**src/rtl/class_decision_pkg.sv**
```systemverilog
// Shared constants, types and FSM encoding for the softmax class-decision stage.
// Imported by the argmax scanner and the class_decision top.
package class_decision_pkg;

  localparam int OUT_SIZE_4    = 4;
  localparam int PROB_W        = 16;
  localparam int STABLE_FRAMES = 3;
  localparam int STABLE_W      = $clog2(STABLE_FRAMES + 1);

  typedef logic [PROB_W-1:0] prob_t;

  localparam prob_t CONF_THRESH = 16'd30000;

  typedef enum logic [1:0] {
    ST_IDLE,
    ST_SCAN,
    ST_DECIDE,
    ST_OUTPUT
  } dec_state_t;

endpackage

```
**src/rtl/argmax_scan.sv**
```systemverilog
// Serial argmax over a registered probability vector, one element per cycle.
// done pulses on the last element with the final index and probability on idx/prob.
module argmax_scan
  import class_decision_pkg::*;
#(
  parameter int NUM_CLASSES = OUT_SIZE_4,
  parameter int CLS_W       = (NUM_CLASSES > 1) ? $clog2(NUM_CLASSES) : 1
) (
  input  logic             clk,
  input  logic             rst_n,
  input  logic             start,
  input  prob_t            vec [NUM_CLASSES],
  output logic             done,
  output logic [CLS_W-1:0] idx,
  output prob_t            prob
);

  localparam logic [CLS_W-1:0] LAST_POS = CLS_W'(NUM_CLASSES - 1);

  logic             busy;
  logic [CLS_W-1:0] pos;
  logic [CLS_W-1:0] idx_q;
  prob_t            max_q;
  prob_t            cand;
  logic             take;

  // Strict compare keeps the lowest index on ties.
  // NOTE: every combinational output gets a default first so no latch is inferred.
  always_comb begin
    cand = vec[pos];
    take = busy && (cand > max_q);
    done = busy && (pos == LAST_POS);
    idx  = take ? pos  : idx_q;
    prob = take ? cand : max_q;
  end

  // NOTE: sequential state uses non-blocking assignments only.
  always_ff @(posedge clk or negedge rst_n) begin
    if (!rst_n) begin
      busy  <= 1'b0;
      pos   <= '0;
      idx_q <= '0;
      max_q <= '0;
    end else if (start) begin
      busy  <= 1'b1;
      pos   <= '0;
      idx_q <= '0;
      max_q <= '0;
    end else if (busy) begin
      idx_q <= idx;
      max_q <= prob;
      pos   <= pos + CLS_W'(1);
      if (done) busy <= 1'b0;
    end
  end

endmodule

```
**src/rtl/class_decision.sv**
```systemverilog
// Argmax, confidence threshold and consecutive-frame debounce on the softmax output;
// reports one recognised-word event per stable run over a valid/ready handshake.
module class_decision
  import class_decision_pkg::*;
#(
  parameter int NUM_CLASSES = OUT_SIZE_4,
  parameter int CLS_W       = (NUM_CLASSES > 1) ? $clog2(NUM_CLASSES) : 1
) (
  input  logic             clk,
  input  logic             rst_n,
  input  prob_t            probabilities [NUM_CLASSES],
  input  logic             in_valid,
  output logic             in_ready,
  input  logic             clear,
  output logic             frame_done,
  output logic [CLS_W-1:0] frame_class,
  output prob_t            frame_prob,
  output logic             out_valid,
  output logic [CLS_W-1:0] out_class,
  output prob_t            out_conf,
  input  logic             out_ready
);

  localparam logic [STABLE_W-1:0] CNT_FULL = STABLE_W'(STABLE_FRAMES);

  dec_state_t          state_q, state_d;
  prob_t               vec_q [NUM_CLASSES];
  logic                scan_start, scan_done;
  logic [CLS_W-1:0]    scan_idx;
  prob_t               scan_prob;

  logic [STABLE_W-1:0] stable_cnt, cnt_nxt;
  logic [CLS_W-1:0]    last_cls;
  logic                last_hit, reported;
  logic                hit, same_run, rep_nxt, report_go;

  assign in_ready   = (state_q == ST_IDLE);
  assign frame_done = (state_q == ST_DECIDE);
  assign scan_start = in_ready && in_valid;

  // NOTE: the captured vector is pure data qualified by the FSM, so it carries no reset.
  always_ff @(posedge clk) begin
    if (scan_start) vec_q <= probabilities;
  end

  argmax_scan #(
    .NUM_CLASSES (NUM_CLASSES),
    .CLS_W       (CLS_W)
  ) u_scan (
    .clk   (clk),
    .rst_n (rst_n),
    .start (scan_start),
    .vec   (vec_q),
    .done  (scan_done),
    .idx   (scan_idx),
    .prob  (scan_prob)
  );

  // Debounce: a run continues only on a hit of the same class as the previous hit frame.
  always_comb begin
    hit      = (frame_prob >= CONF_THRESH);
    same_run = hit && last_hit && (frame_class == last_cls);
    cnt_nxt  = '0;
    rep_nxt  = 1'b0;
    if (same_run) begin
      cnt_nxt = (stable_cnt == CNT_FULL) ? stable_cnt : stable_cnt + STABLE_W'(1);
      rep_nxt = reported;
    end else if (hit) begin
      cnt_nxt = STABLE_W'(1);
    end
    report_go = hit && (cnt_nxt == CNT_FULL) && !rep_nxt && !clear;
  end

  always_comb begin
    state_d = state_q;
    unique case (state_q)
      ST_IDLE:   if (in_valid)  state_d = ST_SCAN;
      ST_SCAN:   if (scan_done) state_d = ST_DECIDE;
      ST_DECIDE: state_d = report_go ? ST_OUTPUT : ST_IDLE;
      ST_OUTPUT: if (out_ready) state_d = ST_IDLE;
      default:   state_d = ST_IDLE;
    endcase
  end

  always_ff @(posedge clk or negedge rst_n) begin
    if (!rst_n) state_q <= ST_IDLE;
    else        state_q <= state_d;
  end

  always_ff @(posedge clk or negedge rst_n) begin
    if (!rst_n) begin
      frame_class <= '0;
      frame_prob  <= '0;
      out_valid   <= 1'b0;
      out_class   <= '0;
      out_conf    <= '0;
    end else begin
      if (scan_done) begin
        frame_class <= scan_idx;
        frame_prob  <= scan_prob;
      end
      if (state_q == ST_DECIDE && report_go) begin
        out_valid <= 1'b1;
        out_class <= frame_class;
        out_conf  <= frame_prob;
      end else if (state_q == ST_OUTPUT && out_ready) begin
        out_valid <= 1'b0;
      end
    end
  end

  // clear flushes the run history in any state and overrides a same-cycle decision.
  always_ff @(posedge clk or negedge rst_n) begin
    if (!rst_n) begin
      stable_cnt <= '0;
      last_cls   <= '0;
      last_hit   <= 1'b0;
      reported   <= 1'b0;
    end else begin
      if (state_q == ST_DECIDE) last_cls <= frame_class;
      if (clear) begin
        stable_cnt <= '0;
        last_hit   <= 1'b0;
        reported   <= 1'b0;
      end else if (state_q == ST_DECIDE) begin
        stable_cnt <= cnt_nxt;
        last_hit   <= hit;
        reported   <= rep_nxt | report_go;
      end
    end
  end

endmodule

```
**config.mk**
```make
export PLATFORM = sky130hd
export DESIGN_NAME = class_decision
export DESIGN_NICKNAME = d
export VERILOG_FILES = /design/src/rtl/class_decision_pkg.sv /design/src/rtl/argmax_scan.sv /design/src/rtl/class_decision.sv
export SDC_FILE = /design/constraint.sdc
export NUM_CORES = 1
export LEC_CHECK = 0
export ABC_AREA = 1
export ABC_CLOCK_PERIOD_IN_PS = 4100
export CORE_UTILIZATION = 52
export DETAILED_ROUTE_END_ITERATION = 8
export PLACE_DENSITY = 0.82
export REMOVE_ABC_BUFFERS = 1
export SYNTH_ARGS = -nofsm -noshare
export SYNTH_HDL_FRONTEND = slang
export SYNTH_SLANG_ARGS = --single-unit
```
**constraint.sdc**
```tcl
create_clock -name clk -period 4.1 [get_ports clk]
set_input_delay 1.025 -clock clk [delete_from_list [all_inputs] [get_ports clk]]
set_output_delay 1.025 -clock clk [all_outputs]
set_load 0.03 [all_outputs]
```
# After elaboration in Yosys (flattened, before gate mapping)
# Cells that the tools add are included.
[classes] bitwise_logic=2 n_eq_ne=10 n_mux=31 order_cmp=3 n_reduce_logical=17 addsub=2
[ops] operator="2-to-1 mux 16 bit" n=5
[ops] operator="binary-select mux 16 bit (select 2 bit)" n=1
[ops] operator="2-to-1 mux 2 bit" n=13
[ops] operator="greater-or-equal comparator 16 x 15 -> 1 bit, second input constant" n=1
[ops] operator="> comparator 16 bit" n=1
[ops] operator="2-to-1 mux 1 bit" n=11
[ops] operator="equality test 2 bit, second input constant" n=5
[ops] operator="logical AND 1 bit" n=10
[ops] operator="case mux 2 bit (4 select lines)" n=1
[ops] operator="!= test 2 bit, second input constant" n=3
[ops] operator="nonzero test 2 bit" n=3
[ops] operator="adder 2 x 1 -> 2 bit, second input constant" n=2
[ops] operator="greater-or-equal comparator 3 bit, second input constant" n=1
[ops] operator="NOT 2 -> 3 bit" n=1
[ops] operator="AND reduction 3 bit" n=1
[ops] operator="equality test 2 x 1 -> 1 bit, second input constant" n=1
[ops] operator="equality test 2 bit" n=1
[ops] operator="logical NOT 1 bit" n=2
[ops] operator="logical NOT 2 bit" n=1
[ops] operator="OR 1 bit" n=1
[word_totals] word_cells=83 reg_bits=130 in_bits=69

# Logic depth before layout (Yosys ltp)
[logic_depth] word_depth=11 depth_mapped=20 mapped_depth_nobuf=18

# By module
# Synthesis repeated with hierarchy kept, for this count alone.
[hier_totals] cells_unflattened=612 hier_area_um2=6125.9
[by_module_without_submodules] module="class_decision" seq_area_each_um2=3047.9 area_per_inst_um2=3942.5 instances=1 cells_each=271
[by_module_without_submodules] module="argmax_scan" seq_area_each_um2=525.5 area_per_inst_um2=2183.3 instances=1 cells_each=341

# Least setup slack after synthesis
# Ideal clock, no wire load.
[synth_path] path_type="input port to flip-flop" start="input in_valid" end="register vec_q[0] in the netlist's numbering (enable)" path_buffers=1 path_slack_ps=497 cell_stages=3 t_arrival_ps=3150 cell_sequence="inv_1 -> nor2_1 -> clkbuf_1"
[synth_via] elab_chain_cells=1
[synth_lines] element="start, declared" line="class_decision.sv:12" rtl="input logic in_valid,"
[synth_lines] element="logical AND 1 bit" line="class_decision.sv:39" rtl="assign scan_start = in_ready && in_valid;"
[synth_lines] element="net scan_start" line="class_decision.sv:28" rtl="logic scan_start, scan_done;"
[synth_lines] element="end signal, assigned" line="class_decision.sv:43" rtl="if (scan_start) vec_q <= probabilities;"
[synth_lines] element="end, declared" line="class_decision.sv:27" rtl="prob_t vec_q [NUM_CLASSES];"
# The timed path passes the listed nets, and every way through them passes these cells.
# A chain may end at the register's enable or synchronous reset.

# Worst setup path in the final report
[layout_path] start="register u_scan.pos[1]" end="register frame_prob[1]"
[layout_via] elab_chain_cells=7
[layout_lines] element="start, declared" line="argmax_scan.sv:21" rtl="logic [CLS_W-1:0] pos;"
[layout_lines] element="start signal, assigned" line="argmax_scan.sv:52" rtl="pos <= pos + CLS_W'(1);"
[layout_lines] element="NOT 2 -> 3 bit (not written as such)" line="argmax_scan.sv:30" rtl="cand = vec[pos];"
[layout_lines] element="binary-select mux 16 bit (select 2 bit)" line="argmax_scan.sv:30"
[layout_lines] element="2-to-1 mux 16 bit (not written as such) (2 in a row)" line="argmax_scan.sv:30"
[layout_lines] element="> comparator 16 bit" line="argmax_scan.sv:31" rtl="take = busy && (cand > max_q);"
[layout_lines] element="logical AND 1 bit" line="argmax_scan.sv:31"
[layout_lines] element="2-to-1 mux 16 bit" line="argmax_scan.sv:34" rtl="prob = take ? cand : max_q;"
[layout_lines] element="end signal, assigned" line="class_decision.sv:100" rtl="frame_prob <= scan_prob;"
[layout_lines] element="end, declared" line="class_decision.sv:17" rtl="output prob_t frame_prob,"
# Several ways; a longest one is shown, not always the timed one. The select of a mux whose other input is x is not followed.

==> summary.txt <==
Detailed routing
  • DRT iter0 DRCs: 305
  • Vias/cell: 5.22
  • Initial DRT Pass Iterations: 6
  • Post-route DRC: 0
  • Routed vias: 4622
  • Routed Antenna Nets: 0
  • WL final: 13.0 mm
  • DR WL/cell: approximately 15 um

Timing
  • Clock period minus worst slack: about 3.3 ns
  • Worst Tran Pin Value: 1.18 ns
  • Max Slew Vio Count: 0
  • Setup WS post-layout: between 0.8 and 0.9 ns
  • Slew Limit Headroom: between 20% and 30%
  • Setup TNS: 0 ns
  • Setup violators final: 0
  • Worst clock skew: 0.00526 ns
  • Fin crit share: 79.7%
  • Final Hold Vio Count: 0
  • Worst Hold Slack: 0.473 ns
  • FMAX: 306 MHz
  • Unrepaired setup endpoints after global routing: no

Synthesis
  • Register area share after synthesis: about 61%
  • Synth area leader: edfxtp_1
  • Post-synth top flop: dfrtp_1
  • Synth Instances: 621
  • Largest cells by area after synthesis: edfxtp_1 33%, dfrtp_1 28%, nand2_1 13%
  • FF+latch count, synth: 130
  • Mapped cell area: 0.00590 mm^2
  • Ys async rst share: 50.8%
  • Yosys top cell area share: around a third
  • Synth Warn #: 0
  • Avg Synthesized Cell Area: 9.49 um^2
  • EDFF count, synth: 64
  • Unique masters post-synth: 30

Global route
  • Total global-route track usage: around a quarter
  • First-pass GRT wire length: 21.6 mm
  • Overflow after GRT: 0
  • Vias in the first global route: 4766
  • Initial antenna violation count: 0
  • Pin count of the biggest net entering global routing: 85

CTS
  • Clk_lat worst skew: 0.41 ns
  • Root buf cell: clkbuf_16
  • Hold buffers post-CTS: 0
  • Clock sink total: between 100 and 150
  • Post-CTS sizing: 0
  • CTS Buffer Depth: 2
  • Htree depth: 4
  • Post-CTS setup buffer count: 0
  • Num CTS Buffers: 17
  • CTS tree: yes
  • Clock transition at the registers of the reported paths: 0.05 ns

Status
  • Status: finished clean

Place
  • HPWL after DPL: 8.61 mm
  • IO buf count: roughly 110
  • Dpl ws: 0.945 ns
  • Routability cong.: 0.821

Critical path
  • Most frequent CP cell: nand2_1
  • CP Max Fanout: 33
  • CP max stage delay: 1.12 ns
  • Cell-by-cell trace of the critical path: nand3_1 > nand2_1 > inv_1 > ha_1 > a21oi_1 > nand2_1 > a21oi_1 > nand2_2 > nand2_4 > nand2_1 > nand3_1 > nand2_1
  • Buffers & Inverters on Critical Path: 1
  • Crit path max-delay family: simple AND/OR/NAND/NOR gates
  • WP data arrival: 3.56 ns
  • Worst endpoint required time: 4.39 ns
  • Worst setup path category: register to register
  • Crit end category: register
  • Stages on worst setup path: 12
  • Critical path's slowest cell: dfrtp_1
  • CP Launch Type: register
  • Reg2reg path depth: 12

Finish
  • Final Net Count: 818
  • ANT cells: 0
  • Area Growth Syn to Fin: 29.7%
  • Share of cells above drive strength 1: 9.26%
  • Layout fillers: 813
  • Fin util: 69.9%

Hold path
  • Min-Delay Path Class: register to register
  • Hold path depth: 2

Floorplan
  • Die Height: approximately 110 um
  • Die area: 0.0118 mm^2
  • # rows: 38
  • Initial Utilization: 53.9%
  • Core area: 0.0109 mm^2
  • Num ports: between 100 and 150
  • Die width: about 110 um

Power and ir drop
  • Pwr dens: 778 mW/mm^2
  • Total Power: 5.95 mW
  • Leakage: 3.58 nW
  • Peak supply drop: 0.000413 V

Job
  • MaxCap Viol Count: 0
[worst paths after layout]
kind                          startpoint              to  slack [ns]
max in group asynchronous          rst_n  frame_prob[12]        2.35
min                         out_conf[10]    out_conf[10]        0.47
max reg2reg                u_scan.pos[1]   frame_prob[1]        0.83
min reg2reg                 out_conf[10]    out_conf[10]        0.47
min in group asynchronous          rst_n    out_conf[10]        0.72
max                        u_scan.pos[1]   frame_prob[1]        0.83
[per-layer routing]
| metal | share of wire [%] | vias up | track usage, % |
|---|---|---|---|
| li1 | - | 2240 | - |
| met1 | 39 | 2172 | 28.5 |
| met2 | 52 | 181 | 42.3 |
| met3 | 6.6 | 29 | 6.87 |
| met4 | 2.0 | 0 | 9.56 |
| met5 | 0 | - | 0 |
[tightest hold or removal path: stages (launching register included)]
cell	delay, ns
dfrtp_1	0.34
nand2_1	0.05
nand2_1	0.04
[layout by cell type (no fill, tap or decap), types with 2 or more instances in the layout]
| cell type | count |
|---|---|
| o21ai_0 | 19 |
| bufinv_16 | 2 |
| clkinv_4 | 3 |
| clkinvlp_4 | 2 |
| nand2_4 | 2 |
| ha_1 | 17 |
| a21oi_1 | 22 |
| buf_4 | 4 |
| nor2_1 | 36 |
| inv_2 | 4 |
| a21o_1 | 2 |
| clkinv_1 | 2 |
| nand2_2 | 5 |
| clkdlybuf4s50_1 | 106 |
| nand3_1 | 62 |
| a21oi_2 | 2 |
| clkbuf_16 | 17 |
| edfxtp_1 | 64 |
| nand2_1 | 205 |
| nor2_2 | 6 |
| inv_1 | 70 |
| nor2_4 | 4 |
| dfrtp_1 | 66 |
| clkinv_2 | 7 |
| o21ai_2 | 4 |
[power breakdown]
| part | switching (mW) | total (mW) | internal [mW] |
|---|---|---|---|
| logic | 1.66 | 2.53 | 0.863 |
| clock network | 0.553 | 1.44 | 0.887 |
| registers | 0.245 | 1.99 | 1.74 |
[logic make-up after synthesis]
group	Yosys count	synth area share [%]
flip-flops	130	60.6
XOR/XNOR	1	0.149
AND/OR/NAND/NOR	325	23.8
AO/OA/AOI/OAI	52	5.05
adder cells (fa/ha/maj)	17	3.61
buffers and inverters	96	6.77
[final cells by class]
| type | instances | area, um^2 | area share [%] |
|---|---|---|---|
| clock buffer | 17 | 425 | 5.56 |
| clock inverter | 15 | 143 | 1.86 |
| inverter | 76 | 285 | 3.73 |
| multi-input combinational | 395 | 1930 | 25.2 |
| sequential | 130 | 3570 | 46.7 |
| tap | 140 | 175 | 2.29 |
| timing repair buffer | 112 | 1120 | 14.6 |
[registers in the layout, summed over array words and instances, names as in the netlist]
register,flops
vec_q,64
frame_prob,16
out_conf,16
u_scan.max_q,16
frame_class,2
last_cls,2
out_class,2
stable_cnt,2
state_q,2
u_scan.idx_q,2
u_scan.pos,2
last_hit,1
out_valid,1
reported,1
u_scan.busy,1
[synth_stat cells (2+ instances only)]
| library cell | count |
|---|---|
| a21o_1 | 2 |
| a21oi_1 | 22 |
| a21oi_2 | 2 |
| buf_2 | 7 |
| buf_6 | 4 |
| clkbuf_1 | 9 |
| clkinv_1 | 2 |
| dfrtp_1 | 66 |
| edfxtp_1 | 64 |
| ha_1 | 17 |
| inv_1 | 70 |
| inv_2 | 4 |
| nand2_1 | 205 |
| nand2_2 | 5 |
| nand2_4 | 2 |
| nand3_1 | 62 |
| nor2_1 | 37 |
| nor2_2 | 6 |
| nor2_4 | 3 |
| o21ai_0 | 19 |
| o21ai_2 | 4 |
[metrics by stage]
| stage | instances | cell area (um^2) |
|---|---|---|
| global route | 885 | 7650 |
| global placement | 853 | 7080 |
| floorplan | 601 | 5780 |
| finish | 885 | 7650 |
| detailed placement | 853 | 7080 |
| CTS | 885 | 7650 |
Note: power is estimated with default switching activity, not from simulation.
